## src/rtl/message_delivery_multi_pkg.sv

```systemverilog
`default_nettype none
// +--------------------------------------------------------------------------+
// | Module   : message_delivery_multi_pkg                                    |
// | Purpose  : Shared state encodings, memory opcodes and word-layout        |
// |            constants for the channel message delivery block.             |
// | Contents : state_t FSM encoding, RAM_READ/RAM_WRITE opcodes, fixed       |
// |            addresses of the SP and PC words, access-ticker terminal value|
// | Revision : 1.0 - initial release                                         |
// +--------------------------------------------------------------------------+
package message_delivery_multi_pkg;

   // Controller states; every memory state spans two cycles.
   typedef enum logic [2:0] {
      S_IDLE    = 3'd0,
      S_MATCH   = 3'd1,
      S_RD_SP   = 3'd2,
      S_WR_SP   = 3'd3,
      S_WR_WORD = 3'd4,
      S_RD_PC   = 3'd5,
      S_WR_PC   = 3'd6
   } state_t;

   // Memory opcodes driven on mem_rw.
   localparam logic RAM_READ  = 1'b0;
   localparam logic RAM_WRITE = 1'b1;

   // Word addresses inside the target process region.
   localparam int SP_WORD_ADDR = 0;
   localparam int PC_WORD_ADDR = 1;

   // Ticker value marking the second (final) cycle of a memory state.
   localparam logic ACCESS_LAST = 1'b1;

endpackage : message_delivery_multi_pkg
`default_nettype wire

```

## src/rtl/message_delivery_multi_if.sv

```systemverilog
`default_nettype none
// +--------------------------------------------------------------------------+
// | Module   : message_delivery_multi_if                                     |
// | Purpose  : Process-memory port between the delivery block and the        |
// |            windowed process RAM.                                         |
// | Signals  : mem_rw   - RAM_READ / RAM_WRITE                               |
// |            mem_addr - word address inside the target region              |
// |            mem_din  - write data (to memory)                             |
// |            mem_dout - read data (from memory)                            |
// | Revision : 1.0 - initial release                                         |
// +--------------------------------------------------------------------------+
interface message_delivery_multi_if #(
   parameter int ADDR_BITS = 8,
   parameter int DATA_BITS = 16
);
   logic                 mem_rw;
   logic [ADDR_BITS-1:0] mem_addr;
   logic [DATA_BITS-1:0] mem_din;
   logic [DATA_BITS-1:0] mem_dout;

   // Delivery block side: issues accesses.
   modport master (
      output mem_rw,
      output mem_addr,
      output mem_din,
      input  mem_dout
   );

   // Memory side: services accesses.
   modport slave (
      input  mem_rw,
      input  mem_addr,
      input  mem_din,
      output mem_dout
   );
endinterface : message_delivery_multi_if
`default_nettype wire

```

## src/rtl/message_delivery_multi_matcher.sv

```systemverilog
`default_nettype none
// +--------------------------------------------------------------------------+
// | Module   : process_core_matcher                                          |
// | Purpose  : Combinational priority match of a target process id against   |
// |            the process running on each core. Lowest core index wins.     |
// | Ports    : core_process_i - packed per-core process ids                  |
// |            target_i       - process id to look for                       |
// |            hit_o          - at least one core runs the target            |
// |            grant_o        - one-hot winning core                         |
// | Revision : 1.0 - initial release                                         |
// +--------------------------------------------------------------------------+
module process_core_matcher #(
   parameter int NUM_CORES = 2,
   parameter int ADDR_BITS = 8
) (
   input  logic [NUM_CORES*ADDR_BITS-1:0] core_process_i,
   input  logic [ADDR_BITS-1:0]           target_i,
   output logic                           hit_o,
   output logic [NUM_CORES-1:0]           grant_o
);

   logic [NUM_CORES-1:0] eq_w;

   for (genvar gi = 0; gi < NUM_CORES; gi++) begin : g_cmp
      assign eq_w[gi] = (core_process_i[gi*ADDR_BITS +: ADDR_BITS] == target_i);
   end

   // Isolate the lowest set bit of the equality vector.
   always_comb begin
      grant_o = '0;
      hit_o   = 1'b0;
      for (int i = 0; i < NUM_CORES; i++) begin
         if (!hit_o && eq_w[i]) begin
            grant_o[i] = 1'b1;
            hit_o      = 1'b1;
         end
      end
   end

endmodule : process_core_matcher
`default_nettype wire

```

## src/rtl/message_delivery_multi.sv

```systemverilog
`default_nettype none
// +--------------------------------------------------------------------------+
// | Module   : message_delivery_multi                                        |
// | Purpose  : Delivers a multi-word channel message to a target process.    |
// |            Resident target -> one-hot core flag, no memory access.       |
// |            Otherwise -> push words on the target data stack and          |
// |            optionally rewrite its saved PC.                              |
// | Ports    : clk, reset (sync, active-high)                                |
// |            start / busy / done / error / deliver_to_core - control       |
// |            mem (master modport) - process-memory port                    |
// |            core_process, target_process, msg_data, msg_count,            |
// |            needs_jump, jump_dest - request payload                       |
// | Revision : 1.0 - initial release                                         |
// +--------------------------------------------------------------------------+
module message_delivery_multi
   import message_delivery_multi_pkg::*;
#(
   parameter int ADDR_BITS     = 8,
   parameter int DATA_BITS     = 16,
   parameter int NUM_CORES     = 2,
   parameter int MSG_WORDS_MAX = 4,
   parameter int PC_BITS       = 9
) (
   input  logic                                  clk,
   input  logic                                  reset,
   input  logic                                  start,
   output logic                                  busy,
   output logic                                  done,
   output logic                                  error,
   output logic [NUM_CORES-1:0]                  deliver_to_core,
   message_delivery_multi_if.master              mem,
   input  logic [NUM_CORES*ADDR_BITS-1:0]        core_process,
   input  logic [ADDR_BITS-1:0]                  target_process,
   input  logic [MSG_WORDS_MAX*DATA_BITS-1:0]    msg_data,
   input  logic [$clog2(MSG_WORDS_MAX+1)-1:0]    msg_count,
   input  logic                                  needs_jump,
   input  logic [PC_BITS-1:0]                    jump_dest
);

   localparam int CNT_BITS = $clog2(MSG_WORDS_MAX+1);
   localparam logic [CNT_BITS-1:0]  CNT_MAX = CNT_BITS'(MSG_WORDS_MAX);
   // Field offsets in the SP word: data SP above call SP.
   localparam int DATA_SP_LO = ADDR_BITS;
   localparam int CALL_SP_LO = 0;
   localparam logic [DATA_BITS-1:0] PC_MASK = {DATA_BITS{1'b1}} >> (DATA_BITS - PC_BITS);

   // Registered state and outputs
   state_t                           state_q;
   logic                             tick_q;
   logic [CNT_BITS-1:0]              word_q;
   logic [CNT_BITS-1:0]              count_q;
   logic [ADDR_BITS-1:0]             target_q;
   logic [MSG_WORDS_MAX*DATA_BITS-1:0] msg_q;
   logic                             jump_q;
   logic [PC_BITS-1:0]               dest_q;
   logic [ADDR_BITS-1:0]             sp_q;
   logic                             busy_q;
   logic                             done_q;
   logic                             error_q;
   logic [NUM_CORES-1:0]             deliver_q;
   logic                             rw_q;
   logic [ADDR_BITS-1:0]             addr_q;
   logic [DATA_BITS-1:0]             din_q;

   // Combinational helpers
   logic                             hit_d;
   logic [NUM_CORES-1:0]             grant_d;
   logic [CNT_BITS-1:0]              count_clamp_d;
   logic [ADDR_BITS-1:0]             rd_sp_d;
   logic [ADDR_BITS-1:0]             rd_call_sp_d;
   logic [ADDR_BITS:0]               sp_diff_d;
   logic                             collide_d;
   logic [DATA_BITS-1:0]             sp_word_d;
   logic [CNT_BITS-1:0]              word_d;
   logic [DATA_BITS-1:0]             msg_next_d;
   logic [DATA_BITS-1:0]             pc_word_d;

   process_core_matcher #(
      .NUM_CORES (NUM_CORES),
      .ADDR_BITS (ADDR_BITS)
   ) u_matcher (
      .core_process_i (core_process),
      .target_i       (target_q),
      .hit_o          (hit_d),
      .grant_o        (grant_d)
   );

   assign count_clamp_d = (msg_count > CNT_MAX) ? CNT_MAX : msg_count;

   assign rd_sp_d      = mem.mem_dout[DATA_SP_LO +: ADDR_BITS];
   assign rd_call_sp_d = mem.mem_dout[CALL_SP_LO +: ADDR_BITS];
   // One extra bit so that SP < msg_count shows up as a borrow.
   assign sp_diff_d    = {1'b0, rd_sp_d} - (ADDR_BITS+1)'(count_q);
   assign collide_d    = sp_diff_d[ADDR_BITS] || (sp_diff_d[ADDR_BITS-1:0] <= rd_call_sp_d);
   assign sp_word_d    = DATA_BITS'({sp_diff_d[ADDR_BITS-1:0], rd_call_sp_d});

   assign word_d       = word_q + CNT_BITS'(1);
   assign msg_next_d   = msg_q[int'(word_d)*DATA_BITS +: DATA_BITS];
   // Keep the flag bits above the PC field.
   assign pc_word_d    = (mem.mem_dout & ~PC_MASK) | DATA_BITS'(dest_q);

   always_ff @(posedge clk) begin
      if (reset) begin
         state_q   <= S_IDLE;
         tick_q    <= 1'b0;
         word_q    <= '0;
         count_q   <= '0;
         target_q  <= '0;
         msg_q     <= '0;
         jump_q    <= 1'b0;
         dest_q    <= '0;
         sp_q      <= '0;
         busy_q    <= 1'b0;
         done_q    <= 1'b0;
         error_q   <= 1'b0;
         deliver_q <= '0;
         rw_q      <= RAM_READ;
         addr_q    <= '0;
         din_q     <= '0;
      end else begin
         done_q    <= 1'b0;
         error_q   <= 1'b0;
         deliver_q <= '0;

         case (state_q)
            S_IDLE: begin
               if (start) begin
                  target_q <= target_process;
                  msg_q    <= msg_data;
                  count_q  <= count_clamp_d;
                  jump_q   <= needs_jump;
                  dest_q   <= jump_dest;
                  busy_q   <= 1'b1;
                  state_q  <= S_MATCH;
               end
            end

            S_MATCH: begin
               tick_q <= 1'b0;
               rw_q   <= RAM_READ;
               if (hit_d) begin
                  done_q    <= 1'b1;
                  deliver_q <= grant_d;
                  busy_q    <= 1'b0;
                  state_q   <= S_IDLE;
               end else if (count_q != '0) begin
                  addr_q  <= ADDR_BITS'(SP_WORD_ADDR);
                  state_q <= S_RD_SP;
               end else if (jump_q) begin
                  addr_q  <= ADDR_BITS'(PC_WORD_ADDR);
                  state_q <= S_RD_PC;
               end else begin
                  done_q  <= 1'b1;
                  busy_q  <= 1'b0;
                  state_q <= S_IDLE;
               end
            end

            S_RD_SP: begin
               if (tick_q != ACCESS_LAST) begin
                  tick_q <= ACCESS_LAST;
               end else begin
                  tick_q <= 1'b0;
                  sp_q   <= rd_sp_d;
                  if (collide_d) begin
                     done_q  <= 1'b1;
                     error_q <= 1'b1;
                     busy_q  <= 1'b0;
                     state_q <= S_IDLE;
                  end else begin
                     rw_q    <= RAM_WRITE;
                     din_q   <= sp_word_d;
                     state_q <= S_WR_SP;
                  end
               end
            end

            S_WR_SP: begin
               if (tick_q != ACCESS_LAST) begin
                  tick_q <= ACCESS_LAST;
               end else begin
                  tick_q  <= 1'b0;
                  word_q  <= '0;
                  addr_q  <= sp_q - ADDR_BITS'(1);
                  din_q   <= msg_q[DATA_BITS-1:0];
                  state_q <= S_WR_WORD;
               end
            end

            S_WR_WORD: begin
               if (tick_q != ACCESS_LAST) begin
                  tick_q <= ACCESS_LAST;
               end else begin
                  tick_q <= 1'b0;
                  if (word_d != count_q) begin
                     // Stack grows downward: next word one address lower.
                     word_q <= word_d;
                     addr_q <= addr_q - ADDR_BITS'(1);
                     din_q  <= msg_next_d;
                  end else if (jump_q) begin
                     rw_q    <= RAM_READ;
                     addr_q  <= ADDR_BITS'(PC_WORD_ADDR);
                     state_q <= S_RD_PC;
                  end else begin
                     rw_q    <= RAM_READ;
                     done_q  <= 1'b1;
                     busy_q  <= 1'b0;
                     state_q <= S_IDLE;
                  end
               end
            end

            S_RD_PC: begin
               if (tick_q != ACCESS_LAST) begin
                  tick_q <= ACCESS_LAST;
               end else begin
                  tick_q  <= 1'b0;
                  rw_q    <= RAM_WRITE;
                  din_q   <= pc_word_d;
                  state_q <= S_WR_PC;
               end
            end

            S_WR_PC: begin
               if (tick_q != ACCESS_LAST) begin
                  tick_q <= ACCESS_LAST;
               end else begin
                  tick_q  <= 1'b0;
                  rw_q    <= RAM_READ;
                  done_q  <= 1'b1;
                  busy_q  <= 1'b0;
                  state_q <= S_IDLE;
               end
            end

            default: begin
               rw_q    <= RAM_READ;
               busy_q  <= 1'b0;
               state_q <= S_IDLE;
            end
         endcase
      end
   end

   assign busy            = busy_q;
   assign done            = done_q;
   assign error           = error_q;
   assign deliver_to_core = deliver_q;
   assign mem.mem_rw      = rw_q;
   assign mem.mem_addr    = addr_q;
   assign mem.mem_din     = din_q;

endmodule : message_delivery_multi
`default_nettype wire

```

## src/flat_wrapper.sv

```systemverilog
// flat-port wrapper written by rule: the top's interface ports become plain ports
module message_delivery_multi_flat import message_delivery_multi_pkg::*;
#(
   parameter int ADDR_BITS     = 8,
   parameter int DATA_BITS     = 16,
   parameter int NUM_CORES     = 2,
   parameter int MSG_WORDS_MAX = 4,
   parameter int PC_BITS       = 9
)
  (clk, reset, start, busy, done, error, deliver_to_core, core_process, target_process, msg_data, msg_count, needs_jump, jump_dest, mem_mem_rw, mem_mem_addr, mem_mem_din, mem_mem_dout);
  message_delivery_multi_if #(.ADDR_BITS(ADDR_BITS), .DATA_BITS(DATA_BITS)) mem_i ();
  input  logic clk;
  input  logic reset;
  input  logic start;
  output logic busy;
  output logic done;
  output logic error;
  output logic [NUM_CORES-1:0] deliver_to_core;
  input  logic [NUM_CORES*ADDR_BITS-1:0] core_process;
  input  logic [ADDR_BITS-1:0] target_process;
  input  logic [MSG_WORDS_MAX*DATA_BITS-1:0] msg_data;
  input  logic [$clog2(MSG_WORDS_MAX+1)-1:0] msg_count;
  input  logic needs_jump;
  input  logic [PC_BITS-1:0] jump_dest;
  output wire logic [$bits(mem_i.mem_rw)-1:0] mem_mem_rw;
  output wire logic [$bits(mem_i.mem_addr)-1:0] mem_mem_addr;
  output wire logic [$bits(mem_i.mem_din)-1:0] mem_mem_din;
  input wire logic [$bits(mem_i.mem_dout)-1:0] mem_mem_dout;
  assign mem_mem_rw = mem_i.mem_rw;
  assign mem_mem_addr = mem_i.mem_addr;
  assign mem_mem_din = mem_i.mem_din;
  assign mem_i.mem_dout = mem_mem_dout;
  message_delivery_multi #(.ADDR_BITS(ADDR_BITS), .DATA_BITS(DATA_BITS), .NUM_CORES(NUM_CORES), .MSG_WORDS_MAX(MSG_WORDS_MAX), .PC_BITS(PC_BITS)) u_core (.clk(clk), .reset(reset), .start(start), .busy(busy), .done(done), .error(error), .deliver_to_core(deliver_to_core), .mem(mem_i), .core_process(core_process), .target_process(target_process), .msg_data(msg_data), .msg_count(msg_count), .needs_jump(needs_jump), .jump_dest(jump_dest));
endmodule
```

## config.mk

```make
export PLATFORM = sky130hd
export DESIGN_NAME = message_delivery_multi_flat
export DESIGN_NICKNAME = d
export VERILOG_FILES = /design/src/rtl/message_delivery_multi_pkg.sv /design/src/rtl/message_delivery_multi_if.sv /design/src/rtl/message_delivery_multi_matcher.sv /design/src/rtl/message_delivery_multi.sv /design/src/flat_wrapper.sv
export SDC_FILE = /design/constraint.sdc
export NUM_CORES = 1
export LEC_CHECK = 0
export CAP_MARGIN = 20
export CORE_AREA = 2 2 153 155
export DETAILED_ROUTE_END_ITERATION = 16
export DIE_AREA = 0 0 155 157
export PLACE_DENSITY = 0.6
export SLEW_MARGIN = 15
export SYNTH_ARGS = -nofsm -noshare
export SYNTH_HDL_FRONTEND = slang
export SYNTH_SLANG_ARGS = --single-unit
```

## constraint.sdc

```tcl
create_clock -name clk -period 3.17 [get_ports clk]
set_input_delay 0.4755 -clock clk [delete_from_list [all_inputs] [get_ports clk]]
set_output_delay 0.4755 -clock clk [all_outputs]
set_load 0.01 [all_outputs]
```

==> results.tsv, run 1 <==
stage	metric	value	unit
status	status	complete, but fails checks	
worst_setup_path	cpPeakStageDelay	0.38	ns
worst_setup_path	start_kind	flop	
logic_synthesis	avgSynthCellArea	8.28	µm²
drt	met1_length	10300	µm
die	fp.dieH	157	µm
die	fp.dieW	155	µm
layout	mostFrequentLayoutCell	nand2_1	
global_routing	grt_overflow_total	0	
die	start_util	29.8	%
drt	drc	0	
drt	wl_per_cell	17.9	µm
global_routing	grt_antenna_before_repair	1	
logic_synthesis	ys_warn_count	0	
worst_setup_path	worstRegToRegCells	15	
pwr	report.power.total	0.00522	W
worst_setup_path	arrival	3.51	ns
clock_network	cts-root-buf	clkbuf_16	
sta	fin_skew	0.0101	ns
global_routing	grt_usage	18.6	%
clock_network	clock-sinks	130	
clock_network	clockBufferDepth	2	
sta	hold_viol_final	0	
drt	via_count	6636	
status	violations	setup timing	
placement	placed_area	8650	µm²
sta	finalSetupTns	-0.00941	ns
sta	fin_crit_sh	100	%
die	ios	150	
placement	dp_slack	-0.772	ns
worst_setup_path	worstPathMaxFanout	7	
logic_synthesis	synth_cell_types	65	
drt	via_per_inst	5.25	
worst_setup_path	crit_family	compound AO/OA/AOI/OAI gates	
sta	max_freq	315	MHz
drt	wl_met2	10500	µm
placement	port_buffers	149	
logic_synthesis	synthCells	811	
sta	slew_violations	0	
pwr	max-vdd-ir-drop	0.312	mV
logic_synthesis	synth-edff-count	0	
logic_synthesis	yosysSeqAreaShare	38.8	%
sta	worstMarginPinSlew	1.02	ns
worst_setup_path	cp_slowest_cell	dfxtp_4	
worst_setup_path	critPathRequiredTime	3.51	ns
clock_network	cts-buffers-inserted	17	
sta	period_needed	3.18	ns
worst_setup_path	r2r_start	u_core.count_q[0]	
layout	diodes	0	
die	core	22500	µm²
worst_setup_path	r2r_setup_slack	-0.008	ns
hold_path	hold_path_class	reg2reg	
layout	drive_gt1_share	14.7	%
clock_network	cts_tree	yes	
layout	nets	1101	
logic_synthesis	async_reset_ff_share	0	%
hold_path	hold_depth	2	
logic_synthesis	ys.flop_type	dfxtp_1	
worst_setup_path	reg2reg_to	u_core.mem.mem_din[13]	
run	drv_cap	0	
clock_network	clkLatencyLatePin	0.43	ns
drt	drtIter0Drc	585	
logic_synthesis	syn_area	6710	µm²
die	die_area	24300	µm²
hold_path	whs_endpoint	u_core.msg_q[46]	
drt	drtPass1Iterations	6	
sta	slew_headroom	32.0	%
global_routing	grt_pass1_vias	6404	
worst_setup_path	crit_top_cell	a211o_1	
pwr	leakage	3.43	nW
sta	rsz0062_at_grt	true	
drt	drt_wl_total	22600	µm
global_routing	grt_max_degree	86	
drt	postRouteAntennaNets	0	
logic_synthesis	synth_seq_cells	130	
clock_network	clkTransAtPathRegs	0.06	ns
global_routing	grt_pass1_wl	35000	µm
pwr	power_density	552	nW/µm²
sta	worst_slack	-0.00800	ns
layout	stdcell_area	9450	µm²
hold_path	min_from	u_core.msg_q[46]	
logic_synthesis	synthTopCellsByArea	dfxtp_1 39%, nand2_1 11%, a21oi_1 9.1%	
logic_synthesis	synth_top_cell_area_share	38.8	%
layout	layout_common_cells	194 x nand2_1, 146 x clkdlybuf4s50_1, 128 x dfxtp_1	
logic_synthesis	synth_area_leader_cell	dfxtp_1	
drt	wl_met3	1530	µm
worst_setup_path	path_buf_inv	3	
worst_setup_path	critical_path_class	reg2reg	
drt	dr.max_layer_used	met5	
worst_setup_path	critPathCaptureType	flop	
clock_network	htree_levels	4	
placement	place_congestion	0.894	
worst_setup_path	path_cells	ha_4, inv_2, fa_2, a21o_1, buf_4, nor2_2, xor2_1, ha_2, a211o_1, a21oi_2, a211o_1, o21ai_4, buf_6, a21oi_1, a311oi_2	
sta	finalSetupViolations	2	
die	rows	55	
logic_synthesis	syn_nets	946	
placement	place_hpwl	16300	µm
layout	synthToLayoutAreaGrowth	40.8	%
[routing by layer]
metal / vias up / track usage (%)
li1: 3199 / -
met1: 3185 / 25.4
met2: 229 / 30.1
met3: 21 / 4.13
met4: 2 / 4.50
met5: - / 0
[flip-flops by register name, indices dropped and copies added, names as in the netlist]
name,cells
u_core.msg_q,64
u_core.mem.mem_din,16
u_core.dest_q,9
u_core.mem.mem_addr,8
u_core.sp_q,8
u_core.target_q,8
u_core.count_q,3
u_core.state_q,3
u_core.word_q,3
u_core.deliver_to_core,2
u_core.busy,1
u_core.done,1
u_core.error,1
u_core.jump_q,1
u_core.mem.mem_rw,1
u_core.tick_q,1
[report_power, final]
| part | switching (W) | internal (W) | total (W) |
|---|---|---|---|
| sequential | 0.000135 | 0.00179 | 0.00192 |
| clock | 0.000822 | 0.00126 | 0.00208 |
| combinational | 0.000684 | 0.000535 | 0.00122 |
| total | 0.00164 | 0.00358 | 0.00522 |
[final cells by class]
cell class | instances | area (µm²)
clock inverters | 15 | 194
inverters | 23 | 86.3
well taps | 285 | 357
clock buffers | 17 | 425
repair buffers | 195 | 1860
flip-flops and latches | 130 | 2610
multi-input cells | 599 | 3920
fillers | 2237 | 13100
[tightest hold or removal path: stages (launching register included)]
cell     delay [ns]
dfxtp_1        0.30
nand2_1        0.05
a21oi_1        0.05
[synthesized netlist by cell type, types with 10 or more instances]
master	count
o21ai_0	10
a222oi_1	14
nor3_1	10
xnor2_1	24
a211oi_2	10
clkbuf_1	41
inv_1	22
dfxtp_1	130
buf_1	10
nor4_1	11
ha_1	14
nor2_1	41
a21oi_1	122
nand2_1	195
mux4_2	16
[logic make-up (layout without fill, tap and decap cells)]
family / count (synthesis) / count (layout) / share of synthesized area (%)
compound gates: 218 / 218 / 21.7
xor+xnor: 32 / 32 / 4.42
fa+ha+maj: 15 / 15 / 2.91
buf+inv: 83 / 250 / 5.09
flops: 130 / 130 / 38.8
mux: 25 / 25 / 6.71
simple gates: 308 / 309 / 20.4
[what timing repair did]
item,CTS,global route
gates cloned,2,0
pin swaps,16,6
setup buffers,2,1
hold buffers,0,0
gates resized for setup,26,11
setup endpoints to repair,22,21
[worst max-delay path by stage]
| stage | from | slack (ns) | cells after the start | end |
|---|---|---|---|---|
| global placement | mem_mem_dout[8] | -0.70 | 16 | u_core.mem.mem_din[15] |
| floorplan | mem_mem_dout[8] | -0.01 | 16 | u_core.mem.mem_din[1] |
| CTS | u_core.count_q[1] | 0.003 | 15 | u_core.state_q[0] |
| finish | u_core.count_q[0] | -0.008 | 15 | u_core.mem.mem_din[13] |
| detailed placement | mem_mem_dout[8] | -0.77 | 17 | u_core.mem.mem_din[2] |
| global route | u_core.count_q[0] | -0.19 | 14 | u_core.mem.mem_din[15] |
[stage by stage]
stage | std cells | hold WS, ns | util (%)
finish | 1264 | 0.453 | 42.0
CTS | 1263 | 0.454 | 41.7
detailed placement | 1227 | 0.445 | 38.5
floorplan | 811 | 0.433 | -
global route | 1264 | 0.468 | 42.0
global placement | 1227 | 0.441 | 38.5
Note: power is estimated with default switching activity, not from simulation.
==> inputs of run 2 (changes only) <==
--- a/config.mk
+++ b/config.mk
@@ -7,9 +7,12 @@
 export LEC_CHECK = 0
 export CAP_MARGIN = 20
 export CORE_AREA = 2 2 153 155
+export CTS_BUF_LIST = sky130_fd_sc_hd__clkbuf_8
 export DETAILED_ROUTE_END_ITERATION = 16
 export DIE_AREA = 0 0 155 157
+export GPL_ROUTABILITY_DRIVEN = 0
 export PLACE_DENSITY = 0.6
+export SKIP_LAST_GASP = 1
 export SLEW_MARGIN = 15
 export SYNTH_ARGS = -nofsm -noshare
 export SYNTH_HDL_FRONTEND = slang
==> results.tsv, run 2 (same netlist as run 1, synthesis figures left out) <==
stage	metric	value	unit	change
status	status	complete, but fails checks		
status	violations	setup timing		
clock_network	cts_hold_buf	0		unchanged
layout	mostFrequentLayoutCell	nand2_1		
placement	port_buffers	149		unchanged
global_routing	grt_pass1_vias	6248		-2.4%
drt	via_per_inst	5.25		about the same
drt	postRouteAntennaNets	0		unchanged
hold_path	hold_path_class	in2reg		
die	fp.dieW	155	µm	unchanged
placement	dp_slack	-0.899	ns	-0.127 ns
layout	synthToLayoutAreaGrowth	38.1	%	
global_routing	grt_overflow_total	0		unchanged
worst_setup_path	r2r_setup_slack	-0.09	ns	-0.08 ns
layout	diodes	0		unchanged
worst_setup_path	start_kind	flop		
global_routing	grt_antenna_before_repair	1		unchanged
worst_setup_path	arrival	3.59	ns	+0.08 ns
die	rows	55		unchanged
sta	max_freq	307	MHz	-2.4%
die	fp.dieH	157	µm	unchanged
layout	regArea	2610	µm²	unchanged
layout	layout_common_cells	194 x nand2_1, 146 x clkdlybuf4s50_1, 128 x dfxtp_1		
clock_network	clkLatencyLatePin	0.45	ns	+0.02 ns
drt	drtIter0Drc	675		+15%
layout	top_register	u_core.msg_q		
sta	worst_slack	-0.0855	ns	-0.0774 ns
pwr	report.power.total	0.00448	W	-14%
die	die_area	24300	µm²	unchanged
layout	stdcell_area	9270	µm²	-1.9%
worst_setup_path	critPathRequiredTime	3.51	ns	about the same
clock_network	cts-buffers-inserted	17		unchanged
clock_network	htree_levels	4		unchanged
global_routing	grt_max_degree	86		unchanged
drt	drc	0		unchanged
sta	slew_violations	0		unchanged
worst_setup_path	r2r_start	u_core.count_q[1]		
clock_network	clkTransAtPathRegs	0.08	ns	+0.02 ns
pwr	power_density	484	nW/µm²	-12%
layout	drive_gt1_share	14.8	%	+0.13 points
sta	fin_crit_sh	103	%	+2.4 points
pwr	leakage	3.33	nW	-2.8%
worst_setup_path	critical_path_class	reg2reg		
die	core	22500	µm²	unchanged
hold_path	min_from	mem_mem_dout[8]		
worst_setup_path	path_cells	inv_4, buf_6, fa_2, a21o_1, nor4_2, xor2_1, ha_2, o21a_1, a21oi_2, and3_4, o21ai_4, a31o_4, a2111oi_4		
layout	largest_reg_flops	64		unchanged
sta	rsz0062_at_grt	true		
global_routing	grt_usage	18.3	%	-0.33 points
drt	drtPass1Iterations	6		unchanged
worst_setup_path	worstPathMaxFanout	7		unchanged
drt	via_count	6622		-0.21%
worst_setup_path	cp_slowest_cell	fa_2		
pwr	max-vdd-ir-drop	0.198	mV	-37%
worst_setup_path	cpPeakStageDelay	0.39	ns	about the same
clock_network	clockBufferDepth	2		unchanged
clock_network	cts_tree	yes		
worst_setup_path	cp-startpoint	u_core.count_q[1]		
die	ios	150		unchanged
placement	place_hpwl	16300	µm	+0.28%
run	drv_cap	0		unchanged
layout	nets	1099		-0.18%
die	start_util	29.8	%	unchanged
layout	multi_input_area	3970	µm²	+1.2%
sta	fin_skew	0.0155	ns	+0.00535 ns
clock_network	clock-sinks	130		unchanged
sta	period_needed	3.26	ns	+0.0774 ns
layout	fillers	2260		+1.0%
drt	wl_per_cell	17.9	µm	+0.11%
clock_network	cts-root-buf	clkbuf_8		
sta	finalSetupViolations	8		+6
worst_setup_path	critPathCaptureType	flop		
sta	hold_viol_final	0		unchanged
placement	placed_area	8630	µm²	-0.26%
global_routing	grt_pass1_wl	34400	µm	-1.8%
sta	worstMarginPinSlew	1.09	ns	+0.0738 ns
sta	slew_headroom	27.0	%	-4.9 points
drt	drt_wl_total	22600	µm	about the same
run 2: cell count changes in the layout (fill, tap and decap cells not counted), moves of 2 or more:
cell | previous run | this run
a21oi_1 | 116 | 114
a21oi_2 | 6 | 8
a311oi_1 | 5 | 7
a311oi_2 | 3 | 1
buf_4 | 43 | 37
buf_6 | 3 | 5
bufinv_16 | 3 | 0
clkbuf_16 | 17 | 1
clkbuf_8 | 0 | 18
clkinvlp_4 | 0 | 2
inv_2 | 2 | 0
nor3_1 | 10 | 7
nor3_2 | 0 | 3
run 2: per-layer routing:
metal  vias to the layer above  track usage, %  part of all wire [%]
met5                         -               0                 0.049
met4                         2            5.73                   1.8
met2                       233            29.1                    47
met1                      3156            25.2                    44
li1                       3201               -                     -
met3                        30            3.39                   6.8
run 2: cell type report:
| class | instances | share of cell area, % |
|---|---|---|
| Clock buffer | 18 | 2.67 |
| Clock inverter | 14 | 1.28 |
| Inverter | 23 | 0.958 |
| Multi-Input combinational cell | 599 | 42.8 |
| Sequential cell | 130 | 28.2 |
| Tap cell | 285 | 3.85 |
| Timing Repair Buffer | 193 | 20.2 |
run 2: path summary, 6_finish.rpt:
check,to,depth (start not counted)
hold / removal,u_core.sp_q[0],3
setup reg to reg,u_core.done,13
hold reg to reg,u_core.msg_q[30],2
setup / recovery,u_core.done,13
run 2: where the power goes:
group          switching, W  leakage [nW]  internal (W)
logic              0.000694          2.09      0.000543
registers          0.000131          1.06       0.00178
clock network      0.000746         0.184      0.000585
total               0.00157          3.33       0.00291
run 2: worst max-delay path, delay by kind of cell, from the launching register on:
| family | cells | cell delay (ns) |
|---|---|---|
| AO/OA/AOI/OAI | 6 | 1.23 |
| adder cells (fa/ha/maj) | 2 | 0.72 |
| AND/OR/NAND/NOR | 2 | 0.40 |
| XOR/XNOR | 1 | 0.27 |
| flip-flops | 1 | 0.38 |
| buffers and inverters | 2 | 0.15 |
run 2: timing repair:
item	CTS	global route
setup endpoints to repair	21	22
pin swaps	26	21
gates resized for setup	27	23
buffers inserted	3	3
gates cloned	2	0
run 2: metrics by stage:
| stage | std cells | hold WS [ns] | util, % | TNS (ns) |
|---|---|---|---|---|
| floorplan | 811 | 0.433 | - | -0.0751 |
| global placement | 1224 | 0.442 | 38.4 | -14.26 |
| detailed placement | 1224 | 0.446 | 38.4 | -15.99 |
| CTS | 1261 | 0.431 | 40.7 | -3.97 |
| global route | 1262 | 0.440 | 41.2 | -2.95 |
| finish | 1262 | 0.450 | 41.2 | -0.238 |
==> inputs of run 3 (changes only) <==
--- a/config.mk
+++ b/config.mk
@@ -5,7 +5,6 @@
 export SDC_FILE = /design/constraint.sdc
 export NUM_CORES = 1
 export LEC_CHECK = 0
-export CAP_MARGIN = 20
 export CORE_AREA = 2 2 153 155
 export CTS_BUF_LIST = sky130_fd_sc_hd__clkbuf_8
 export DETAILED_ROUTE_END_ITERATION = 16
==> results of run 3 <==
Final layout, timing and power as in run 2 (identical DEF).
